## config.mk

```make
export PLATFORM = sky130hd
export DESIGN_NAME = sdram_port_arbiter
export DESIGN_NICKNAME = d
export VERILOG_FILES = /design/src/rtl/sdram_port_arbiter.sv
export SDC_FILE = /design/constraint.sdc
export NUM_CORES = 1
export LEC_CHECK = 0
export CAP_MARGIN = 25
export CORE_MARGIN = 3
export CORE_UTILIZATION = 35
export DETAILED_ROUTE_END_ITERATION = 12
export PLACE_DENSITY = 0.78
export SLEW_MARGIN = 20
export SYNTH_ARGS = -nofsm -noshare
export SYNTH_HDL_FRONTEND = slang
export SYNTH_SLANG_ARGS = --single-unit
export TNS_END_PERCENT = 100
```

## constraint.sdc

```tcl
create_clock -name clock -period 2.2 [get_ports clock]
set_clock_uncertainty 0.15 [all_clocks]
set_input_delay 0.33 -clock clock [delete_from_list [all_inputs] [get_ports clock]]
set_output_delay 0.33 -clock clock [all_outputs]
set_load 0.05 [all_outputs]
```

## src/rtl/sdram_port_arbiter.sv

```systemverilog
// Two-port Avalon-MM arbiter in front of a single pipelined SDRAM controller slave.
// m0 has priority; a starvation counter forces an m1 grant; read data returns via a tag FIFO.
module sdram_port_arbiter #(
    parameter int unsigned ADDR_W       = 24,
    parameter int unsigned DATA_W       = 16,
    parameter int unsigned MAX_PEND     = 4,
    parameter int unsigned STARVE_LIMIT = 8
) (
    input  logic                clock,
    input  logic                reset,

    input  logic [ADDR_W-1:0]   m0_address,
    input  logic                m0_read,
    input  logic                m0_write,
    input  logic [DATA_W/8-1:0] m0_byteenable,
    input  logic [DATA_W-1:0]   m0_writedata,
    output logic                m0_waitrequest,
    output logic [DATA_W-1:0]   m0_readdata,
    output logic                m0_readdatavalid,

    input  logic [ADDR_W-1:0]   m1_address,
    input  logic                m1_read,
    input  logic                m1_write,
    input  logic [DATA_W/8-1:0] m1_byteenable,
    input  logic [DATA_W-1:0]   m1_writedata,
    output logic                m1_waitrequest,
    output logic [DATA_W-1:0]   m1_readdata,
    output logic                m1_readdatavalid,

    output logic [ADDR_W-1:0]   sd_address,
    output logic                sd_read,
    output logic                sd_write,
    output logic [DATA_W/8-1:0] sd_byteenable,
    output logic [DATA_W-1:0]   sd_writedata,
    input  logic                sd_waitrequest,
    input  logic [DATA_W-1:0]   sd_readdata,
    input  logic                sd_readdatavalid,

    output logic                protocol_error
);

    localparam int unsigned PTR_W = (MAX_PEND > 1) ? $clog2(MAX_PEND) : 1;
    localparam int unsigned CNT_W = $clog2(MAX_PEND + 1);
    localparam int unsigned STV_W = $clog2(STARVE_LIMIT + 1);

    typedef enum logic [0:0] {StIdle, StIssue} state_e;

    state_e state_q, state_d;

    logic m0_req, m1_req, elig0, elig1;
    logic grant0, grant1;
    logic sel_write;
    logic accept, push, pop, fifo_full, fifo_empty, head_tag;
    logic cmd_owner_q;

    logic [STV_W-1:0]    starve_q;
    logic [MAX_PEND-1:0] tag_mem_q;
    logic [PTR_W-1:0]    wr_ptr_q, rd_ptr_q;
    logic [CNT_W-1:0]    fifo_cnt_q;

    assign m0_req     = m0_read | m0_write;
    assign m1_req     = m1_read | m1_write;
    assign fifo_full  = (fifo_cnt_q == CNT_W'(MAX_PEND));
    assign fifo_empty = (fifo_cnt_q == '0);
    // A full tag FIFO only blocks reads; writes need no response slot.
    assign elig0      = m0_req & (m0_write | ~fifo_full);
    assign elig1      = m1_req & (m1_write | ~fifo_full);

    assign accept   = (state_q == StIssue) & ~sd_waitrequest;
    assign push     = accept & sd_read;
    assign pop      = sd_readdatavalid & ~fifo_empty;
    assign head_tag = tag_mem_q[rd_ptr_q];

    assign sel_write = grant1 ? m1_write : m0_write;

    always_comb begin
        grant0  = 1'b0;
        grant1  = 1'b0;
        state_d = state_q;
        case (state_q)
            StIdle: begin
                if (!reset) begin
                    if (elig1 && starve_q == STV_W'(STARVE_LIMIT)) begin
                        grant1 = 1'b1;
                    end else if (elig0) begin
                        grant0 = 1'b1;
                    end else if (elig1) begin
                        grant1 = 1'b1;
                    end
                    if (grant0 || grant1) begin
                        state_d = StIssue;
                    end
                end
            end
            StIssue: begin
                if (!sd_waitrequest) begin
                    state_d = StIdle;
                end
            end
            default: state_d = StIdle;
        endcase
    end

    assign m0_waitrequest = ~grant0;
    assign m1_waitrequest = ~grant1;

    always_ff @(posedge clock) begin
        if (reset) begin
            state_q <= StIdle;
        end else begin
            state_q <= state_d;
        end
    end

    // Downstream command register; held stable while the controller stalls.
    always_ff @(posedge clock) begin
        if (reset) begin
            sd_address    <= '0;
            sd_read       <= 1'b0;
            sd_write      <= 1'b0;
            sd_byteenable <= '0;
            sd_writedata  <= '0;
            cmd_owner_q   <= 1'b0;
        end else if (grant0 || grant1) begin
            sd_address    <= grant1 ? m1_address    : m0_address;
            sd_byteenable <= grant1 ? m1_byteenable : m0_byteenable;
            sd_writedata  <= grant1 ? m1_writedata  : m0_writedata;
            sd_write      <= sel_write;
            sd_read       <= ~sel_write;
            cmd_owner_q   <= grant1;
        end else if (accept) begin
            sd_read  <= 1'b0;
            sd_write <= 1'b0;
        end
    end

    always_ff @(posedge clock) begin
        if (reset) begin
            starve_q <= '0;
        end else if (!m1_req || grant1) begin
            starve_q <= '0;
        end else if (grant0 && starve_q != STV_W'(STARVE_LIMIT)) begin
            starve_q <= starve_q + STV_W'(1);
        end
    end

    // In-order owner tags for outstanding reads.
    always_ff @(posedge clock) begin
        if (reset) begin
            tag_mem_q  <= '0;
            wr_ptr_q   <= '0;
            rd_ptr_q   <= '0;
            fifo_cnt_q <= '0;
        end else begin
            if (push) begin
                tag_mem_q[wr_ptr_q] <= cmd_owner_q;
                wr_ptr_q            <= wr_ptr_q + PTR_W'(1);
            end
            if (pop) begin
                rd_ptr_q <= rd_ptr_q + PTR_W'(1);
            end
            case ({push, pop})
                2'b10:   fifo_cnt_q <= fifo_cnt_q + CNT_W'(1);
                2'b01:   fifo_cnt_q <= fifo_cnt_q - CNT_W'(1);
                default: fifo_cnt_q <= fifo_cnt_q;
            endcase
        end
    end

    always_ff @(posedge clock) begin
        if (reset) begin
            m0_readdata      <= '0;
            m1_readdata      <= '0;
            m0_readdatavalid <= 1'b0;
            m1_readdatavalid <= 1'b0;
            protocol_error   <= 1'b0;
        end else begin
            m0_readdatavalid <= pop & ~head_tag;
            m1_readdatavalid <= pop & head_tag;
            if (pop && !head_tag) begin
                m0_readdata <= sd_readdata;
            end
            if (pop && head_tag) begin
                m1_readdata <= sd_readdata;
            end
            // A response with no outstanding read is dropped and flagged until reset.
            if (sd_readdatavalid && fifo_empty) begin
                protocol_error <= 1'b1;
            end
        end
    end

endmodule
```

==> results of run 1 <==
-- synthesized netlist by cell type (2+ instances only) --
library cell	instances	area share [%]
a211o_1	2	0.43
a211oi_1	4	0.74
a21oi_1	83	10
buf_1	2	0.18
buf_2	6	0.74
buf_6	5	1.4
clkbuf_1	21	1.9
dfxtp_1	96	47
ha_1	7	2.2
inv_1	51	4.7
mux2i_1	2	0.49
nand2_1	74	6.8
nand2b_1	4	0.61
nand3_1	5	0.61
nor2_1	14	1.3
nor2b_1	2	0.31
nor3_1	3	0.37
nor4_1	4	0.61
o21ai_0	2	0.25
o221a_1	39	11
o221a_2	3	0.83
xnor2_1	4	0.86
xor2_1	3	0.65
-- where the power goes --
group          switching (uW)  internal, uW  total [uW]
registers                80.1          1860        1940
clock network             716           793        1510
logic                     738           558        1300
total                    1530          3210        4750
-- worst max-delay path: stages (launching register included) --
cell	delay, ps
dfxtp_2	360
or3b_4	430
a21oi_4	200
a211o_1	190
buf_12	150
-- sequential cells by signal (all words and copies together) (netlist names), 2 cells and up --
| signal | cells |
|---|---|
| fifo_cnt_q | 3 |
| m0_readdata | 16 |
| m1_readdata | 16 |
| rd_ptr_q | 2 |
| sd_address | 24 |
| sd_byteenable | 2 |
| sd_writedata | 16 |
| starve_q | 4 |
| tag_mem_q | 4 |
| wr_ptr_q | 2 |
-- cell type report --
cell class / instances / area share, %
clock buffer: 9 / 3.45
clock inverter: 7 / 0.939
inverter: 51 / 2.93
multi-input combinational: 277 / 27.9
sequential: 96 / 29.6
tap: 140 / 2.68
timing repair buffer: 213 / 32.5
-- layer usage --
metal / vias to the layer above / wire, um / part of all wire [%]
li1: 1970 / - / -
met1: 1879 / 4880 / 40
met2: 150 / 5910 / 49
met3: 18 / 1030 / 8.5
met4: 0 / 235 / 1.9
met5: - / 0 / 0
-- cell families after synthesis --
| kind of cell | count (synthesis) | synth area share (%) |
|---|---|---|
| AOI/OAI and AO/OA | 143 | 25.6 |
| xor gates and xnor gates | 7 | 1.51 |
| adders and majority gates | 8 | 2.64 |
| buffers and inverters | 85 | 8.95 |
| DFF | 96 | 47.2 |
| muxes | 3 | 1.05 |
| and+or+nand+nor | 116 | 13.0 |
-- path summary, 6_finish.rpt --
| kind | slack (ps) | start | end |
|---|---|---|---|
| max | 50 | fifo_cnt_q[0] | m1_waitrequest |
| min | 310 | m0_readdata[12] | m0_readdata[12] |
| max reg2reg | 140 | sd_read | fifo_cnt_q[2] |
| min reg2reg | 310 | m0_readdata[12] | m0_readdata[12] |
-- metrics by stage --
| stage | util (%) | setup TNS (ps) |
|---|---|---|
| floorplan | - | 0 |
| global placement | 56.0 | -3990 |
| detailed placement | 56.0 | -5360 |
| CTS | 58.8 | 0 |
| global route | 59.0 | -48.7 |
| finish | 59.0 | 0 |
-- timing repair --
| action | 4_1_cts | 5_1_grt |
|---|---|---|
| setup buffers | 2 | 0 |
| hold buffers | 0 | 0 |
| resized for setup | 5 | 9 |
| endpoints found under the hold margin | 0 | 0 |
| setup endpoints to repair | 2 | 3 |
| pin swaps | 3 | 5 |
==> flow_metrics.env, run 1 <==
export IMPL_stdcell_count=793
export IMPL_cts_htree_levels=3
export IMPL_path_class="flop to primary output"
export IMPL_cts_sinks=96
export IMPL_grt_pass1_vias=4166
export IMPL_chipHeight_um=114
export IMPL_port_buffers=188
export IMPL_pin_count=189
export IMPL_syn2layout_area_growth_pct=60.5
export IMPL_cp_start_kind="flop"
export IMPL_dr_pass1_iters=6
export IMPL_num_vias=4017
export IMPL_multiInputGateArea_um2=1820
export IMPL_top_usage_layer="met2"
export IMPL_grt_max_degree=97
export IMPL_totalWireLength_mm=12.1
export IMPL_power_leakage_uw=0.00243
export IMPL_rows=38
export IMPL_ys_ff_latch=96
export IMPL_grt_ovfl_total=0
export IMPL_root_buffer="clkbuf_16"
export IMPL_relSlewSlack_pct=32.9
export IMPL_drc=0
export IMPL_hpwl_mm=8.86
export IMPL_die_x_um=114
export IMPL_final_hold_violation_count=0
export IMPL_fmax_mhz=466
export IMPL_cp_required_ps=1720
export IMPL_rsz0062_at_grt="true"
export IMPL_start_util_pct=36.7
export IMPL_setup_slack_ps=52.5
export IMPL_numCtsBuffers=9
export IMPL_fin_nets=764
export IMPL_rr_worst_depth=8
export IMPL_clk_pin_slew_ps=70
export IMPL_tritoncts="yes"
export IMPL_yosys_warnings=0
export IMPL_grt_pass1_wl_mm=19.6
export IMPL_ant_nets=0
export IMPL_grtUsageMet2_pct=32.5
export IMPL_setup_viol=0
export IMPL_ys_seq_area_share_pct=47.2
export IMPL_drive_gt1_share_pct=10.6
export IMPL_whs_ps=308
export IMPL_fillerInstances=956
export IMPL_seqCellArea_um2=1930
export IMPL_endpoint_kind="primary output"
export IMPL_slew_viol_final=0
export IMPL_dp_cells=775
export IMPL_worstPathArrival_ps=1670
export IMPL_place_congestion=0.794
export IMPL_synth_area_um2=4070
export IMPL_antenna_found_initial=0
export IMPL_mostFrequentLayoutCell="clkdlybuf4s50_1"
export IMPL_synth_main_ff_cell="dfxtp_1"
export IMPL_core_um2=11100
export IMPL_hold_depth=2
export IMPL_placed_area_um2=6200
export IMPL_synth_cell_types=45
export IMPL_maxCapViolations=0
export IMPL_critPathMaxFanout=6
export IMPL_outcome="completed"
export IMPL_drtIter0Drc=244
export IMPL_worst_pin_slew_ps=1010
export IMPL_powerDensity_nw_per_um2=727
export IMPL_final_cell_mix="182 x clkdlybuf4s50_1, 91 x dfxtp_1, 82 x a21oi_1, 74 x nand2_1, 50 x inv_1"
export IMPL_fin_area_um2=6530
export IMPL_dp_slack_ps=-311
export IMPL_hold_class="flop to flop"
export IMPL_synthCells=458
export IMPL_via_per_inst=5.07
export IMPL_syn_nets=574
export IMPL_use_met3_pct=5.99
export IMPL_period_share_pct=97.6
export IMPL_clk_latency_ps=340
export IMPL_syn_avg_cell_area_um2=8.88
export IMPL_synth_edf_count=0
export IMPL_use_met1_pct=21.3
export IMPL_grt_use_total_pct=18.6
export IMPL_post_drt_wl_per_cell_um=15.2
export IMPL_diodes=0
export IMPL_synthArstFlopShare_pct=0
export IMPL_die_area_um2=13000
export IMPL_finalPower_uw=4750
export IMPL_fin_crit_ps=2150
export IMPL_cts_buffer_depth=2
export IMPL_ir_drop_uv=324
No activity file was read; power rests on OpenSTA's default activity.
==> inputs of run 2 (changes only) <==
--- a/config.mk
+++ b/config.mk
@@ -9,6 +9,7 @@
 export CORE_MARGIN = 3
 export CORE_UTILIZATION = 35
 export DETAILED_ROUTE_END_ITERATION = 12
+export GPL_TIMING_DRIVEN = 0
 export PLACE_DENSITY = 0.78
 export SLEW_MARGIN = 20
 export SYNTH_ARGS = -nofsm -noshare
==> flow_metrics.env, run 2 (synthesis gave the netlist of run 1 again) <==
export IMPL_outcome="finished with violations"
export IMPL_violations="negative setup slack"
export IMPL_crit_start="fifo_cnt_q[1]"
export IMPL_setup_slack_ps=-0.166
export IMPL_mostFrequentLayoutCell="clkdlybuf4s50_1"
export IMPL_clk_latency_ps=340
export IMPL_cts_sinks=96
export IMPL_max_stage_delay_ps=430
export IMPL_grt_max_degree=20
export IMPL_drc=0
export IMPL_tritoncts="yes"
export IMPL_reg2reg_from="state_q"
export IMPL_chipHeight_um=114
export IMPL_cp_common_cell="buf_6"
export IMPL_clk_pin_slew_ps=70
export IMPL_critPathMaxFanout=4
export IMPL_pin_count=189
export IMPL_fmax_mhz=455
export IMPL_largest_reg_flops=24
export IMPL_largest_register="sd_address"
export IMPL_endpoint="m0_waitrequest"
export IMPL_post_drt_wl_per_cell_um=15.4
export IMPL_die_x_um=114
export IMPL_slew_viol_final=0
export IMPL_dp_cells=785
export IMPL_via_per_inst=5.02
export IMPL_ir_drop_uv=351
export IMPL_maxCapViolations=0
export IMPL_whs_ps=251
export IMPL_totalWireLength_mm=12.5
export IMPL_numCtsBuffers=9
export IMPL_place_congestion=0.806
export IMPL_slowest_stage="or3b_4"
export IMPL_cp_required_ps=1720
export IMPL_num_vias=4069
export IMPL_utilization_pct=59.5
export IMPL_regToRegSetupSlack_ps=70
export IMPL_worstPathArrival_ps=1720
export IMPL_critical_path_cell_chain="or3b_4 > a21oi_4 > o21ai_4 > buf_6 > buf_6"
export IMPL_power_leakage_uw=0.00244
export IMPL_syn2layout_area_growth_pct=62.1
export IMPL_rows=38
export IMPL_fillerInstances=1005
export IMPL_seqCellArea_um2=1940
export IMPL_hpwl_mm=9.48
export IMPL_hold_class="input port to flop"
export IMPL_fin_nets=781
export IMPL_cp_start_kind="flop"
export IMPL_rsz0062_at_grt="true"
export IMPL_root_buffer="clkbuf_16"
export IMPL_final_hold_violation_count=0
export IMPL_grt_pass1_vias=4180
export IMPL_worstSetupPathDepth=5
export IMPL_die_area_um2=13000
export IMPL_worst_pin_slew_ps=581
export IMPL_path_buf_inv=2
export IMPL_rr_worst_depth=8
export IMPL_dr_pass1_iters=4
export IMPL_final_cell_mix="182 x clkdlybuf4s50_1, 91 x dfxtp_1, 82 x a21oi_1, 74 x nand2_1, 51 x inv_1"
export IMPL_drtIter0Drc=202
export IMPL_grt_ovfl_total=0
export IMPL_relSlewSlack_pct=61.1
export IMPL_cts_htree_levels=3
export IMPL_drive_gt1_share_pct=10.7
export IMPL_diodes=0
export IMPL_multiInputGateArea_um2=1830
export IMPL_grt_pass1_wl_mm=20.1
export IMPL_path_class="flop to primary output"
export IMPL_fin_crit_ps=2200
export IMPL_setup_viol=1
export IMPL_powerDensity_nw_per_um2=727
export IMPL_ant_nets=0
export IMPL_endpoint_kind="primary output"
export IMPL_cp_top_family="simple AND/OR/NAND/NOR gates"
export IMPL_port_buffers=187
export IMPL_cts_buffer_depth=2
export IMPL_grt_use_total_pct=19.0
export IMPL_stdcell_count=810
export IMPL_antenna_found_initial=0
export IMPL_period_share_pct=100
export IMPL_start_util_pct=36.7
export IMPL_core_um2=11100
export IMPL_timing_rr_end="fifo_cnt_q[2]"
==> run 2: worst min-delay path by stage <==
stage,startpoint,endpoint,slack (ps),cells after the start
final,sd_readdatavalid,protocol_error,250,3
after floorplan,tag_mem_q[2],tag_mem_q[2],280,2
after detailed placement,m1_readdata[6],m1_readdata[6],300,2
after CTS,sd_readdatavalid,protocol_error,240,3
after global routing,sd_readdatavalid,protocol_error,250,3
after global placement,m1_readdata[12],m1_readdata[12],290,2
==> run 2: routing by layer <==
layer,wire length (um),global-route usage (%),up-vias
met2,6130,34.1,153
met1,5120,21.9,1896
met4,196,5.46,0
met3,1060,5.46,15
li1,-,-,2005
met5,0,0,-
==> run 2: what timing repair did <==
item,CTS,global route
gates resized for setup,34,16
setup buffers,11,2
endpoints found under the hold margin,0,0
pin swaps,8,5
hold buffers,0,0
endpoints found under the setup margin,36,53
==> run 2: through the flow <==
stage	power, uW	TNS, ps	worst slack [ps]	cell area (um2)
floorplan	2710	0	4.43	4080
global placement	3220	-16270	-1080	6120
detailed placement	3240	-17820	-1080	6120
CTS	4810	-5.02	-5.02	6550
global route	4990	-81.8	-43.7	6600
finish	4800	-0.166	-0.166	6600
==> run 2: worst min-delay path: stages <==
cell           delay [ps]
dlygate4sd2_1         230
a21oi_1                70
nor2_1                 70
==> run 2: cell type report <==
| cell class | count | share of cell area (%) |
|---|---|---|
| plain buffers | 30 | 2.68 |
| well taps | 140 | 2.66 |
| inverters | 51 | 2.90 |
| clock inverters | 7 | 1.12 |
| repair buffers | 200 | 30.0 |
| clock buffers | 9 | 3.41 |
| multi-input cells | 277 | 27.8 |
| flip-flops and latches | 96 | 29.4 |
==> run 2: report_power, final <==
part           internal, uW  switching (uW)
registers              1860            80.0
clock network           803             747
logic                   557             745
total                  3220            1570
==> inputs of run 3 (changes only) <==
--- a/config.mk
+++ b/config.mk
@@ -9,7 +9,7 @@
 export CORE_MARGIN = 3
 export CORE_UTILIZATION = 35
 export DETAILED_ROUTE_END_ITERATION = 12
-export GPL_TIMING_DRIVEN = 0
+export GPL_TIMING_DRIVEN = 1
 export PLACE_DENSITY = 0.78
 export SLEW_MARGIN = 20
 export SYNTH_ARGS = -nofsm -noshare
==> results of run 3 <==
Final layout, timing and power as in run 1 (identical DEF).
